### src/rtl/stack_seq_pkg.sv
// Shared definitions for the stack sequencer.
// Holds the FSM state encoding and the command opcodes.
package stack_seq_pkg;

    typedef enum logic [2:0] {
        IDLE = 3'd0,
        PUSH = 3'd1,
        POP  = 3'd2,
        WAIT = 3'd3,
        RESP = 3'd4
    } state_t;

    localparam logic OP_PUSH = 1'b0;
    localparam logic OP_POP  = 1'b1;

endpackage

### src/rtl/stack_sequencer.sv
// Command-to-stack sequencer: accepts one push/pop at a time, strobes an
// external stack, tracks occupancy and returns a single response per command.
module stack_sequencer
    import stack_seq_pkg::*;
#(
    parameter int WIDTH      = 8,
    parameter int DEPTH      = 8,
    parameter int ADDR_WIDTH = 3
) (
    input  logic                  clk,
    input  logic                  reset,
    input  logic                  cmd_valid,
    input  logic                  cmd_op,
    input  logic [WIDTH-1:0]      cmd_data,
    output logic                  cmd_ready,
    output logic                  stk_push,
    output logic                  stk_pop,
    output logic [WIDTH-1:0]      stk_data_in,
    input  logic [WIDTH-1:0]      stk_data_out,
    input  logic                  stk_full,
    input  logic                  stk_empty,
    output logic                  rsp_valid,
    output logic [WIDTH-1:0]      rsp_data,
    output logic                  rsp_err,
    input  logic                  rsp_ready,
    output logic [ADDR_WIDTH:0]   level
);

    localparam logic [ADDR_WIDTH:0] LEVEL_MAX = (ADDR_WIDTH + 1)'(DEPTH);
    localparam logic [ADDR_WIDTH:0] LEVEL_ONE = (ADDR_WIDTH + 1)'(1);

    state_t state_r;
    state_t next_state_s;
    logic   accept_s;
    logic   push_ok_s;
    logic   push_err_s;
    logic   pop_ok_s;
    logic   pop_err_s;

    // Next-state decode and classification of the accepted command
    always_comb begin
        next_state_s = state_r;
        accept_s     = 1'b0;
        push_ok_s    = 1'b0;
        push_err_s   = 1'b0;
        pop_ok_s     = 1'b0;
        pop_err_s    = 1'b0;
        case (state_r)
            IDLE: begin
                if (cmd_valid && cmd_ready) begin
                    accept_s = 1'b1;
                    if (cmd_op == OP_PUSH) begin
                        if (stk_full) begin
                            push_err_s   = 1'b1;
                            next_state_s = RESP;
                        end else begin
                            push_ok_s    = 1'b1;
                            next_state_s = PUSH;
                        end
                    end else begin
                        if (stk_empty) begin
                            pop_err_s    = 1'b1;
                            next_state_s = RESP;
                        end else begin
                            pop_ok_s     = 1'b1;
                            next_state_s = POP;
                        end
                    end
                end else begin
                    next_state_s = IDLE;
                end
            end
            PUSH:    next_state_s = RESP;
            POP:     next_state_s = WAIT;
            WAIT:    next_state_s = RESP;
            RESP: begin
                if (rsp_ready) begin
                    next_state_s = IDLE;
                end else begin
                    next_state_s = RESP;
                end
            end
            default: next_state_s = IDLE;
        endcase
    end

    // State register; handshake and strobe outputs are registered from the
    // next state so they are glitch-free and drop with reset asynchronously
    always_ff @(posedge clk or negedge reset) begin
        if (!reset) begin
            state_r   <= IDLE;
            cmd_ready <= 1'b0;
            stk_push  <= 1'b0;
            stk_pop   <= 1'b0;
            rsp_valid <= 1'b0;
        end else begin
            state_r   <= next_state_s;
            cmd_ready <= (next_state_s == IDLE);
            stk_push  <= (next_state_s == PUSH);
            stk_pop   <= (next_state_s == POP);
            rsp_valid <= (next_state_s == RESP);
        end
    end

    // Push word latch; only reloaded when a real push is about to be issued
    always_ff @(posedge clk or negedge reset) begin
        if (!reset) begin
            stk_data_in <= {WIDTH{1'b0}};
        end else if (push_ok_s) begin
            stk_data_in <= cmd_data;
        end else begin
            stk_data_in <= stk_data_in;
        end
    end

    // Response payload and error flag; held while waiting in RESP
    always_ff @(posedge clk or negedge reset) begin
        if (!reset) begin
            rsp_data <= {WIDTH{1'b0}};
            rsp_err  <= 1'b0;
        end else if (push_err_s) begin
            rsp_data <= cmd_data;
            rsp_err  <= 1'b1;
        end else if (pop_err_s) begin
            rsp_data <= {WIDTH{1'b0}};
            rsp_err  <= 1'b1;
        end else if (state_r == PUSH) begin
            rsp_data <= stk_data_in;
            rsp_err  <= 1'b0;
        end else if (state_r == WAIT) begin
            rsp_data <= stk_data_out;
            rsp_err  <= 1'b0;
        end else begin
            rsp_data <= rsp_data;
            rsp_err  <= rsp_err;
        end
    end

    // Saturating occupancy tracker, updated when the push/pop completes
    always_ff @(posedge clk or negedge reset) begin
        if (!reset) begin
            level <= '0;
        end else if ((state_r == PUSH) && (level != LEVEL_MAX)) begin
            level <= level + LEVEL_ONE;
        end else if ((state_r == WAIT) && (level != '0)) begin
            level <= level - LEVEL_ONE;
        end else begin
            level <= level;
        end
    end

    logic unused_s;
    assign unused_s = accept_s ^ pop_ok_s;

endmodule

### config.mk
export PLATFORM = sky130hd
export DESIGN_NAME = stack_sequencer
export DESIGN_NICKNAME = d
export VERILOG_FILES = /design/src/rtl/stack_seq_pkg.sv /design/src/rtl/stack_sequencer.sv
export SDC_FILE = /design/constraint.sdc
export NUM_CORES = 1
export LEC_CHECK = 0
export ABC_AREA = 1
export BUFFER_PORTS_ARGS = -buffer_cell sky130_fd_sc_hd__clkbuf_2
export CORE_ASPECT_RATIO = 0.75
export CORE_MARGIN = 1
export CORE_UTILIZATION = 55
export DETAILED_ROUTE_END_ITERATION = 10
export HOLD_SLACK_MARGIN = 0.1
export PLACE_DENSITY = 0.85
export RECOVER_POWER = 50
export REMOVE_ABC_BUFFERS = 1
export SLEW_MARGIN = 20
export SYNTH_ARGS = -nofsm -noshare
export SYNTH_HDL_FRONTEND = slang
export SYNTH_SLANG_ARGS = --single-unit
### constraint.sdc
create_clock -name clk -period 3.18 [get_ports clk]
set_input_delay 0.477 -clock clk [delete_from_list [all_inputs] [get_ports clk]]
set_output_delay 0.477 -clock clk [all_outputs]
set_load 0.005 [all_outputs]
# --- Word-level counts from Yosys, hierarchy flattened ---
# Cells that the tools add are included.
classes:
  reduce_logical: 9
  eq_ne: 8
  addsub: 2
  mux: 28
op_table:
  columns: ["op", "n"]
  rows:
  - ["8-bit 2-to-1 mux", 4]
  - ["1-bit 2-to-1 mux", 16]
  - ["3-bit 2-to-1 mux", 5]
  - ["3-bit one-hot mux with 4 select lines", 1]
  - ["3-bit by 2-bit equality test with 1-bit output (second input constant)", 3]
  - ["4-bit 2-to-1 mux", 2]
  - ["4-bit nonzero test", 2]
  - ["3-bit by 1-bit equality test with 1-bit output (second input constant)", 2]
  - ["3-bit equality test (second input constant)", 2]
  - ["3-bit logical NOT", 2]
  - ["4-bit by 1-bit adder with 4-bit output (second input constant)", 1]
  - ["4-bit != test (second input constant)", 1]
  - ["4-bit by 1-bit subtractor with 4-bit output (second input constant)", 1]
  - ["1-bit logical AND", 3]
  - ["2-bit nonzero test", 1]
  - ["2-bit OR reduction", 1]
word_totals:
  ff_bits: 28
  output_inout_bits: 25

# --- Longest topological paths before layout ---
# Gate-level depths: netlist (run 1).
depth:
  depth_word: 6
  depth_mapped: 12

# --- Least setup slack after synthesis (run 1) ---
# OpenSTA, ideal clock, no wires.
synth_path:
  kind: "reg2reg"
  from: "reg state_r[2]"
  to: "reg level[3]"
  stages_incl_launch_ff: 11
  arrival_time_ns: 1.712
  slack_ns: 1.351
  required_ns: 3.063
  n_path_buf: 0
  cell_sequence: "dfrtp_1 > inv_2 > nand2_4 > nor2_4 > nand2_2 > ha_1 > or2_2 > nand2_1 > nand3_1 > nand3_1 > nand2_1"
synth_between:
  elab_chain_len: 3
synth_lines:
  columns: ["item", "line_no", "rtl"]
  rows:
  - ["start, declared", "stack_sequencer.sv:32", "state_t state_r;"]
  - ["start signal, assigned", "stack_sequencer.sv:97", "state_r <= next_state_s;"]
  - ["3-bit by 1-bit equality test with 1-bit output / 3-bit by 2-bit equality test with 1-bit output (equally long branches)", "stack_sequencer.sv:143, stack_sequencer.sv:145", null]
  - ["1-bit logical AND, on equally long branches", "stack_sequencer.sv:143, stack_sequencer.sv:145", null]
  - ["4-bit 2-to-1 mux / 2-bit nonzero test (equally long branches)", null, null]
  - ["end signal, assigned", "stack_sequencer.sv:144", "level <= level + LEVEL_ONE;"]
  - ["end signal, assigned", "stack_sequencer.sv:146", "level <= level - LEVEL_ONE;"]
  - ["end signal, assigned", "stack_sequencer.sv:148", "level <= level;"]
  - ["end, declared", "stack_sequencer.sv:26", "output logic [ADDR_WIDTH:0] level"]
# Parallel ways exist; a longest one is shown, timed or not.
# A chain may end at the register's enable or synchronous reset.

# --- Final worst setup path (run 1) ---
# Ends and elaborated chain as after synthesis.

==> results of run 1 <==
[worst min-delay path by stage]
stage | end | slack [ns] | depth (start not counted)
4_1_cts | level[1] | 0.26 | 1
3_5_place_dp | rsp_err | 0.47 | 2
2_1_floorplan | cmd_ready | 0.18 | 0
5_1_grt | stk_data_in[4] | 0.43 | 3
3_3_place_gp | rsp_err | 0.47 | 2
6_report | stk_data_in[6] | 0.42 | 3
[layer usage]
metal / part of all wire / wire length [µm] / GRT usage
met1: 0.52 / 1680 / 0.387
met2: 0.43 / 1390 / 0.346
met3: 0.052 / 170 / 0.0542
met4: 0.0052 / 17 / 0.0455
met5: 0 / 0 / 0
[sequential cells by signal, indices dropped and copies added (netlist names)]
register	count
cmd_ready	1
level	4
rsp_data	8
rsp_err	1
rsp_valid	1
state_r	3
stk_data_in	8
stk_pop	1
stk_push	1
[cell type report]
type | instances | share of cell area
Timing Repair Buffer | 47 | 0.124
Sequential cell | 28 | 0.373
Clock buffer | 4 | 0.0293
Inverter | 8 | 0.0173
Multi-Input combinational cell | 161 | 0.433
Tap cell | 36 | 0.0240
[where the power goes]
| part | total [mW] | switching, mW | internal, mW | leakage (nW) |
|---|---|---|---|---|
| Combinational | 0.892 | 0.524 | 0.368 | 0.672 |
| Sequential | 0.661 | 0.145 | 0.517 | 0.349 |
| Clock | 0.212 | 0.101 | 0.111 | 0.0288 |
[logic make-up (layout without fill, tap and decap cells)]
kind of cell,count (synthesis),in the layout,share of synthesized area
adders and majority gates,3,3,0.0285
buffers and inverters,12,59,0.0427
DFF,28,28,0.443
AOI/OAI and AO/OA,7,7,0.0348
and+or+nand+nor,149,149,0.440
xor gates and xnor gates,2,2,0.0111
[layout by cell type (no fill, tap or decap), drive strengths merged]
cell    Yosys  layout
xnor2       1       1
or2         1       1
inv         8       8
nand2     107     107
clkbuf      0      51
a31oi       1       1
nand3      26      26
dfrtp      28      28
ha          2       2
a21oi       4       4
o211ai      2       2
nor2       15      15
xor2        1       1
fa          1       1
[tightest hold or removal path: stages]
cell and delay [ns]:
clkbuf_2 0.09, nand2_1 0.05, nand2_1 0.04
[stage by stage]
stage / instances / worst slack (ns) / utilization / instance area (µm²)
after floorplan: 197 / 1.30 / - / 1550
after global placement: 280 / 1.23 / 0.686 / 1830
after detailed placement: 280 / 1.16 / 0.686 / 1830
after CTS: 284 / 1.14 / 0.707 / 1880
after global routing: 284 / 0.964 / 0.706 / 1880
final: 284 / 1.14 / 0.706 / 1880
==> impl_metrics.json, run 1 <==
{
  "max_stage_delay_ns": 0.45,
  "finalPower_mw": 1.77,
  "start_kind": "flip-flop",
  "clockBufferDepth": 2,
  "reg2reg_slack_ns": 1.14,
  "synth_area_um2": 1580,
  "worstPathArrival_ns": 2.25,
  "first_pass_iters": 4,
  "worst_clock_skew_ns": 0.000648,
  "clock-sinks": 28,
  "cts_root_buffer": "clkbuf_8",
  "track_usage": 0.245,
  "grt_pass1_vias": 1254,
  "setup_viol": 0,
  "routed_wl_um": 3260,
  "endpoint": "level[3]",
  "hold_buffers": 0,
  "reg2regPathDepth": 11,
  "synth_cells": 201,
  "drt_first_iter_violations": 70,
  "critical_path_required_ns": 3.39,
  "min_period_over_period": 0.641,
  "grt_max_degree": 29,
  "crit_path_max_fanout": 13,
  "io_pins": 48,
  "gp_congestion": 0.859,
  "clk_pin_slew_worst_paths_ns": 0.09,
  "cts-resized-gates": 0,
  "synth_top_area_cell": "dfrtp_1",
  "leakagePower_nw": 1.05,
  "regToRegStartpoint": "state_r[2]",
  "multi_input_area_um2": 813,
  "final_nets": 275,
  "via_per_inst": 4.86,
  "tritoncts": "done",
  "worstHoldStart": "cmd_data[6]",
  "avgSynthCellArea_um2": 7.87,
  "fin_crit_ns": 2.04,
  "path_buf_inv": 1,
  "ys.flop_type": "dfrtp_1",
  "nFillCells": 227,
  "maxClockFrequency_mhz": 491,
  "yosysSeqAreaShare": 0.443,
  "grt_pass1_wl_um": 5840,
  "critPathLaunch": "state_r[2]",
  "hpwl_um": 2530,
  "crit_path_top_delay_cell": "dfrtp_1",
  "io_buffers": 47,
  "status": "finished clean",
  "vias": 1381,
  "ir_drop_mv": 0.516,
  "final.setup.tns_ns": 0,
  "yosysMostFrequentCell": "nand2_1",
  "dieArea_um2": 3100,
  "ys_warn_count": 0,
  "row_count": 16,
  "slew_violations": 0,
  "seqCellArea_um2": 701,
  "hold_violations": 0,
  "numCtsBuffers": 3,
  "drive_gt1_frac": 0.302,
  "r2r_end": "level[3]",
  "initial_core_util": 0.594,
  "post_cts_buffers": 0,
  "synth.top_cell.area_share": 0.443,
  "path_depth": 11,
  "antennaDiodeCount": 0,
  "drv_cap": 0,
  "worstPathCellList": "inv_2, nand2_4, nor2_4, nand2_2, ha_1, or2_2, nand2_1, nand3_1, nand3_1, nand2_1, nand2_1",
  "die_x_um": 63.9,
  "grt_overflow": 0,
  "insertion_delay_ns": 0.27,
  "cp_common_cell": "nand2_1",
  "antenna_found_initial": 0,
  "async_flop_share": 1.00,
  "crit_type": "reg2reg",
  "coreArea_um2": 2660,
  "ys_ff_latch": 28,
  "wl_per_cell_um": 11.5,
  "netlist_top_cells_area": "dfrtp_1, nand2_1, nand3_1, nand2_2, nand3_4",
  "synth_edf_count": 0,
  "tightest_slew_ns": 1.43,
  "synth.top_cells.by_count": "nand2_1, dfrtp_1, nand3_1, nand2_2, nor2_1",
  "crit_family": "simple AND/OR/NAND/NOR gates",
  "htreeDepth": 1,
  "endpoint_kind": "flip-flop",
  "ant_nets": 0,
  "rsz0062_at_grt": "no",
  "power.density_nw_per_um2": 939,
  "hold_class": "in2reg",
  "holdWs_ns": 0.418,
  "fp.dieH_um": 48.4,
  "drcViolationCount": 0,
  "synth.distinct_cells": 24,
  "area_growth_pct": 18.8,
  "slew_headroom": 0.0479
}
(Power assumes the default switching activity.)
==> run 2, diff against run 1 <==
CORE_UTILIZATION = 46   (was 55)
PLACE_DENSITY = 0.76   (was 0.85)
clock period = 1.8 ns   (was 3.18 ns; I/O delays follow)
==> run 2 against run 1 <==
  * Non-clock buffer count rose by 11
  * Cell area grew 6.0%
  * Clock power rose by 78%
  * Largest power group unchanged
  * Register-to-register slack worse by 1.1 ns
  * First-iteration DRC count is 43% higher
  * Flip-flop and latch count is the same
  * Global-route usage is 4.6 points lower
  * Power rose by 90%
  * Worst hold slack lost 0.21 ns
  * Cell count rose by 5.3%
==> impl_metrics.json, run 2 (synthesized netlist as in run 1, its figures left out) <==
{
  "leakagePower_nw": 1.07,
  "start_kind": "flip-flop",
  "path_buf_inv": 2,
  "antenna_found_initial": 0,
  "clock-sinks": 28,
  "p_clk_frac": 0.113,
  "hpwl_um": 2620,
  "routed_wl_um": 3610,
  "io_buffers": 47,
  "reg2regPathDepth": 13,
  "crit_path_top_delay_cell": "dfrtp_1",
  "worst_clock_skew_ns": 0.00644,
  "first_pass_iters": 5,
  "wl_per_cell_um": 12.1,
  "gp_congestion": 0.805,
  "power.density_nw_per_um2": 1680,
  "largestRegisters": "rsp_data x8, stk_data_in x8, level x4",
  "endpoint_kind": "flip-flop",
  "worst_slack_ns": 0.0760,
  "hold_class": "in2reg",
  "via_per_inst": 4.90,
  "ir_drop_mv": 0.728,
  "slew_violations": 0,
  "grt_max_degree": 29,
  "nFillCells": 315,
  "slew_headroom": 0.529,
  "crit_type": "reg2reg",
  "p_int_mw": 1.90,
  "track_usage": 0.199,
  "clk_pin_slew_worst_paths_ns": 0.09,
  "critical_path_required_ns": 1.96,
  "min_period_over_period": 0.958,
  "drt_first_iter_violations": 100,
  "die_x_um": 69.7,
  "post-place-ws_ns": 0.0583,
  "ant_nets": 0,
  "fp.dieH_um": 52.8,
  "tritoncts": "done",
  "htreeDepth": 1,
  "hold_violations": 0,
  "row_count": 18,
  "crit_path_max_fanout": 6,
  "combPwrFrac": 0.559,
  "insertion_delay_ns": 0.27,
  "final_util": 0.606,
  "cp_common_cell": "nand2_1",
  "drv_cap": 0,
  "switching_share": 0.433,
  "hold_depth": 3,
  "grt_pass1_vias": 1213,
  "io_pins": 48,
  "max_stage_delay_ns": 0.40,
  "cts_root_buffer": "clkbuf_8",
  "dpl.cell_count": 292,
  "setup_viol": 0,
  "fin_crit_ns": 1.72,
  "vias": 1464,
  "clockBufferDepth": 2,
  "worstPathArrival_ns": 1.89,
  "drcViolationCount": 0,
  "tightest_slew_ns": 0.706,
  "antennaDiodeCount": 0,
  "initial_core_util": 0.481,
  "status": "finished clean",
  "numCtsBuffers": 3,
  "reg2reg_slack_ns": 0.08,
  "final_nets": 286,
  "coreArea_um2": 3290,
  "grt_pass1_wl_um": 5690,
  "final_cell_mix": "nand2_1, clkbuf_2, dfrtp_1, nand3_1, clkbuf_1",
  "worstPathCellList": "inv_2, nand2_4, nor2_4, nand2_2, buf_6, ha_4, nand2_1, nand2_1, nand2_2, nand3_1, nand2_1, nand3_1, nand2_1",
  "path_depth": 13,
  "p_sw_mw": 1.45,
  "sequentialPowerShare": 0.328,
  "drive_gt1_frac": 0.301,
  "area_growth_pct": 25.9,
  "dieArea_um2": 3680,
  "mostFrequentLayoutCell": "nand2_1",
  "crit_family": "simple AND/OR/NAND/NOR gates",
  "maxClockFrequency_mhz": 580,
  "grt_overflow": 0,
  "stdcell_count": 299
}
-- run 2: repair_timing --
item / 4_1_cts / 5_1_grt
setup endpoints to repair: 0 / 1
buffers inserted: 0 / 2
hold endpoints to repair: 28 / 0
hold buffers: 1 / 0
gates resized for setup: 0 / 6
-- run 2: stage by stage --
| step | hold slack [ns] | instance area, µm² | power [mW] | TNS, ns |
|---|---|---|---|---|
| 2_1_floorplan | -0.0256 | 1550 | 2.23 | -0.0770 |
| 5_1_grt | 0.200 | 1990 | 3.66 | -0.0340 |
| 4_1_cts | 0.209 | 1960 | 3.26 | 0 |
| 6_report | 0.210 | 1990 | 3.35 | 0 |
| 3_5_place_dp | 0.349 | 1890 | 2.87 | 0 |
| 3_3_place_gp | 0.345 | 1890 | 2.83 | 0 |
-- run 2: worst reg2reg max path, cell delays in order (launching register included) --
cell and delay [ns]:
dfrtp_1 0.40, inv_2 0.10, nand2_4 0.06, nor2_4 0.13, nand2_2 0.09, buf_6 0.14, ha_4 0.26, nand2_1 0.04
nand2_1 0.07, nand2_2 0.08, nand3_1 0.07, nand2_1 0.06, nand3_1 0.06, nand2_1 0.05
-- run 2: power groups by stage --
stage,registers [mW],clock network [mW],logic [mW]
5_1_grt,1.13,0.425,2.10
2_1_floorplan,1.16,0,1.07
3_3_place_gp,1.11,0,1.72
4_1_cts,1.10,0.387,1.77
3_5_place_dp,1.12,0,1.75
6_report,1.10,0.378,1.87
-- run 2: layout make-up --
cell class,count,area (µm²),share of cell area
inverters,8,32.5,0.0163
well taps,40,50.0,0.0251
clock buffers,4,55.1,0.0276
repair buffers,58,305,0.153
multi-input cells,161,848,0.426
flip-flops and latches,28,701,0.352
-- run 2: path summary, 6_finish.rpt --
path | to | startpoint
min in group asynchronous | stk_data_in[4] | reset
worst max-delay path | level[3] | state_r[2]
worst max register to register | level[3] | state_r[2]
max in group asynchronous | rsp_data[1] | reset
worst min register to register | rsp_err | rsp_err
worst min-delay path | stk_data_in[6] | cmd_data[6]
-- run 2: routing by layer --
metal	vias up	GRT usage	routed length (µm)
li1	754	-	-
met1	646	0.289	1770
met2	58	0.304	1560
met3	6	0.0538	237
met4	0	0.0300	48
met5	-	0	0
==> run 3, diff against run 2 <==
CORE_UTILIZATION = 51   (was 46)
PLACE_DENSITY = 0.79   (was 0.76)
clock period = 1.9 ns   (was 1.8 ns; I/O delays follow)
==> run 3 against run 2 <==
  * Cell count decreased by 2.3%
  * Via count decreased by 0.96%
  * Clock skew about the same
  * Wire length decreased by 3.8%
  * Core utilization increased by 5.4 points
==> impl_metrics.json, run 3 (synthesized netlist as in run 1, its figures left out) <==
{
  "status": "finished clean",
  "worstPathArrival_ns": 1.98,
  "post_cts_buffers": 0,
  "hold_class": "in2reg",
  "clock-sinks": 28,
  "final_nets": 281,
  "power.density_nw_per_um2": 1590,
  "insertion_delay_ns": 0.28,
  "clk_pin_slew_worst_paths_ns": 0.10,
  "drt_first_iter_violations": 106,
  "tritoncts": "done",
  "ant_nets": 0,
  "numCtsBuffers": 3,
  "grt_max_degree": 29,
  "worst_slack_ns": 0.0906,
  "finalPower_mw": 3.08,
  "min_period_over_period": 0.952,
  "fp.dieH_um": 50.2,
  "nFillCells": 273,
  "antenna_found_initial": 0,
  "seqCellArea_um2": 701,
  "via_per_inst": 4.97,
  "postLayoutCellArea_um2": 1940,
  "slew_headroom": 0.545,
  "gp_congestion": 0.898,
  "post-place-ws_ns": 0.141,
  "cts_root_buffer": "clkbuf_8",
  "mostFrequentLayoutCell": "nand2_1",
  "leakagePower_nw": 1.06,
  "drcViolationCount": 0,
  "grt_pass1_vias": 1234,
  "htreeDepth": 1,
  "crit_family": "simple AND/OR/NAND/NOR gates",
  "first_pass_iters": 4,
  "die_x_um": 66.3,
  "worstPathCellList": "inv_2, nand2_4, nor2_4, nand2_2, buf_4, ha_1, nand2_1, nand2_1, nand2_1, nand3_1, nand3_1, nand2_1, nand2_1",
  "crit_path_max_fanout": 6,
  "antennaDiodeCount": 0,
  "crit_type": "reg2reg",
  "multi_input_area_um2": 828,
  "clockBufferDepth": 2,
  "coreArea_um2": 2940,
  "io_buffers": 47,
  "drive_gt1_frac": 0.299,
  "crit_path_top_delay_cell": "dfrtp_1",
  "fin_crit_ns": 1.81,
  "cp_common_cell": "nand2_1",
  "hold_violations": 0,
  "hold_depth": 3,
  "path_depth": 13,
  "grt_overflow": 0,
  "slew_violations": 0,
  "initial_core_util": 0.539,
  "wl_per_cell_um": 11.9,
  "maxClockFrequency_mhz": 553,
  "grt_pass1_wl_um": 5800,
  "dieArea_um2": 3330,
  "tightest_slew_ns": 0.682,
  "row_count": 17,
  "critical_path_required_ns": 2.07,
  "endpoint_kind": "flip-flop",
  "io_pins": 48,
  "largestRegisters": "rsp_data x8, stk_data_in x8, level x4",
  "reg2regPathDepth": 13,
  "placed_area_um2": 1870,
  "setup_viol": 0,
  "vias": 1450,
  "routed_wl_um": 3480,
  "drv_cap": 0,
  "track_usage": 0.233,
  "path_buf_inv": 2,
  "start_kind": "flip-flop",
  "area_growth_pct": 22.5,
  "max_stage_delay_ns": 0.40,
  "hpwl_um": 2570,
  "ir_drop_mv": 0.733,
  "final_cell_mix": "nand2_1, clkbuf_2, dfrtp_1, nand3_1, nand2_2",
  "worst_clock_skew_ns": 0.00610
}
[run 3: cell types whose count changed in the layout (fill, tap and decap cells not counted)]
cell      delta
buf_1        +1
buf_4        -3
buf_6        -1
clkbuf_1     -6
clkbuf_2     +4
ha_1         +1
ha_4         -1
nand2_1      +1
nand2_2      -1
nand3_1      +2
nand3_2      -2
nor2_1       -2
nor2_2       +2
[run 3: path summary, 6_finish.rpt]
check / end / slack, ns / start
min: stk_data_in[4] / 0.22 / cmd_data[4]
max in group asynchronous: level[1] / 0.89 / reset
min in group asynchronous: stk_data_in[2] / 0.57 / reset
max reg2reg: level[3] / 0.09 / state_r[2]
max: level[3] / 0.09 / state_r[2]
min reg2reg: rsp_err / 0.50 / rsp_err
[run 3: area by class of cell]
| cell class | count | share of cell area |
|---|---|---|
| multi-input combinational | 161 | 0.428 |
| sequential | 28 | 0.362 |
| timing repair buffer | 53 | 0.141 |
| clock buffer | 4 | 0.0284 |
| tap | 38 | 0.0245 |
| inverter | 8 | 0.0168 |
[run 3: where the power goes]
group | total, mW | switching, mW | internal (mW)
clock network | 0.373 | 0.187 | 0.186
logic | 1.62 | 0.937 | 0.680
registers | 1.09 | 0.220 | 0.865
total | 3.08 | 1.35 | 1.73
[run 3: through the flow]
stage | utilization | hold WS (ns) | instances | setup TNS, ns
after floorplan | - | -0.0106 | 197 | 0
after global placement | 0.636 | 0.369 | 287 | 0
after detailed placement | 0.636 | 0.372 | 287 | 0
after CTS | 0.658 | 0.215 | 292 | 0
after global routing | 0.660 | 0.215 | 292 | -0.0546
final | 0.660 | 0.219 | 292 | 0
[run 3: what timing repair did]
action                                 in CTS  in global routing
hold buffers                                1                  0
setup endpoints to repair                   0                  1
endpoints found under the hold margin      28                  0
gates resized for setup                     0                  2
[run 3: tightest hold or removal path: cells and delay by family]
kind                   cells  cell delay, ns
AND/OR/NAND/NOR            2            0.09
buffers and inverters      1            0.09
[run 3: layer usage]
layer,routed length [µm],GRT usage,part of all wire
met1,1820,0.376,0.52
met2,1460,0.313,0.42
met3,184,0.0545,0.053
met4,19,0.0426,0.0055
met5,0,0,0
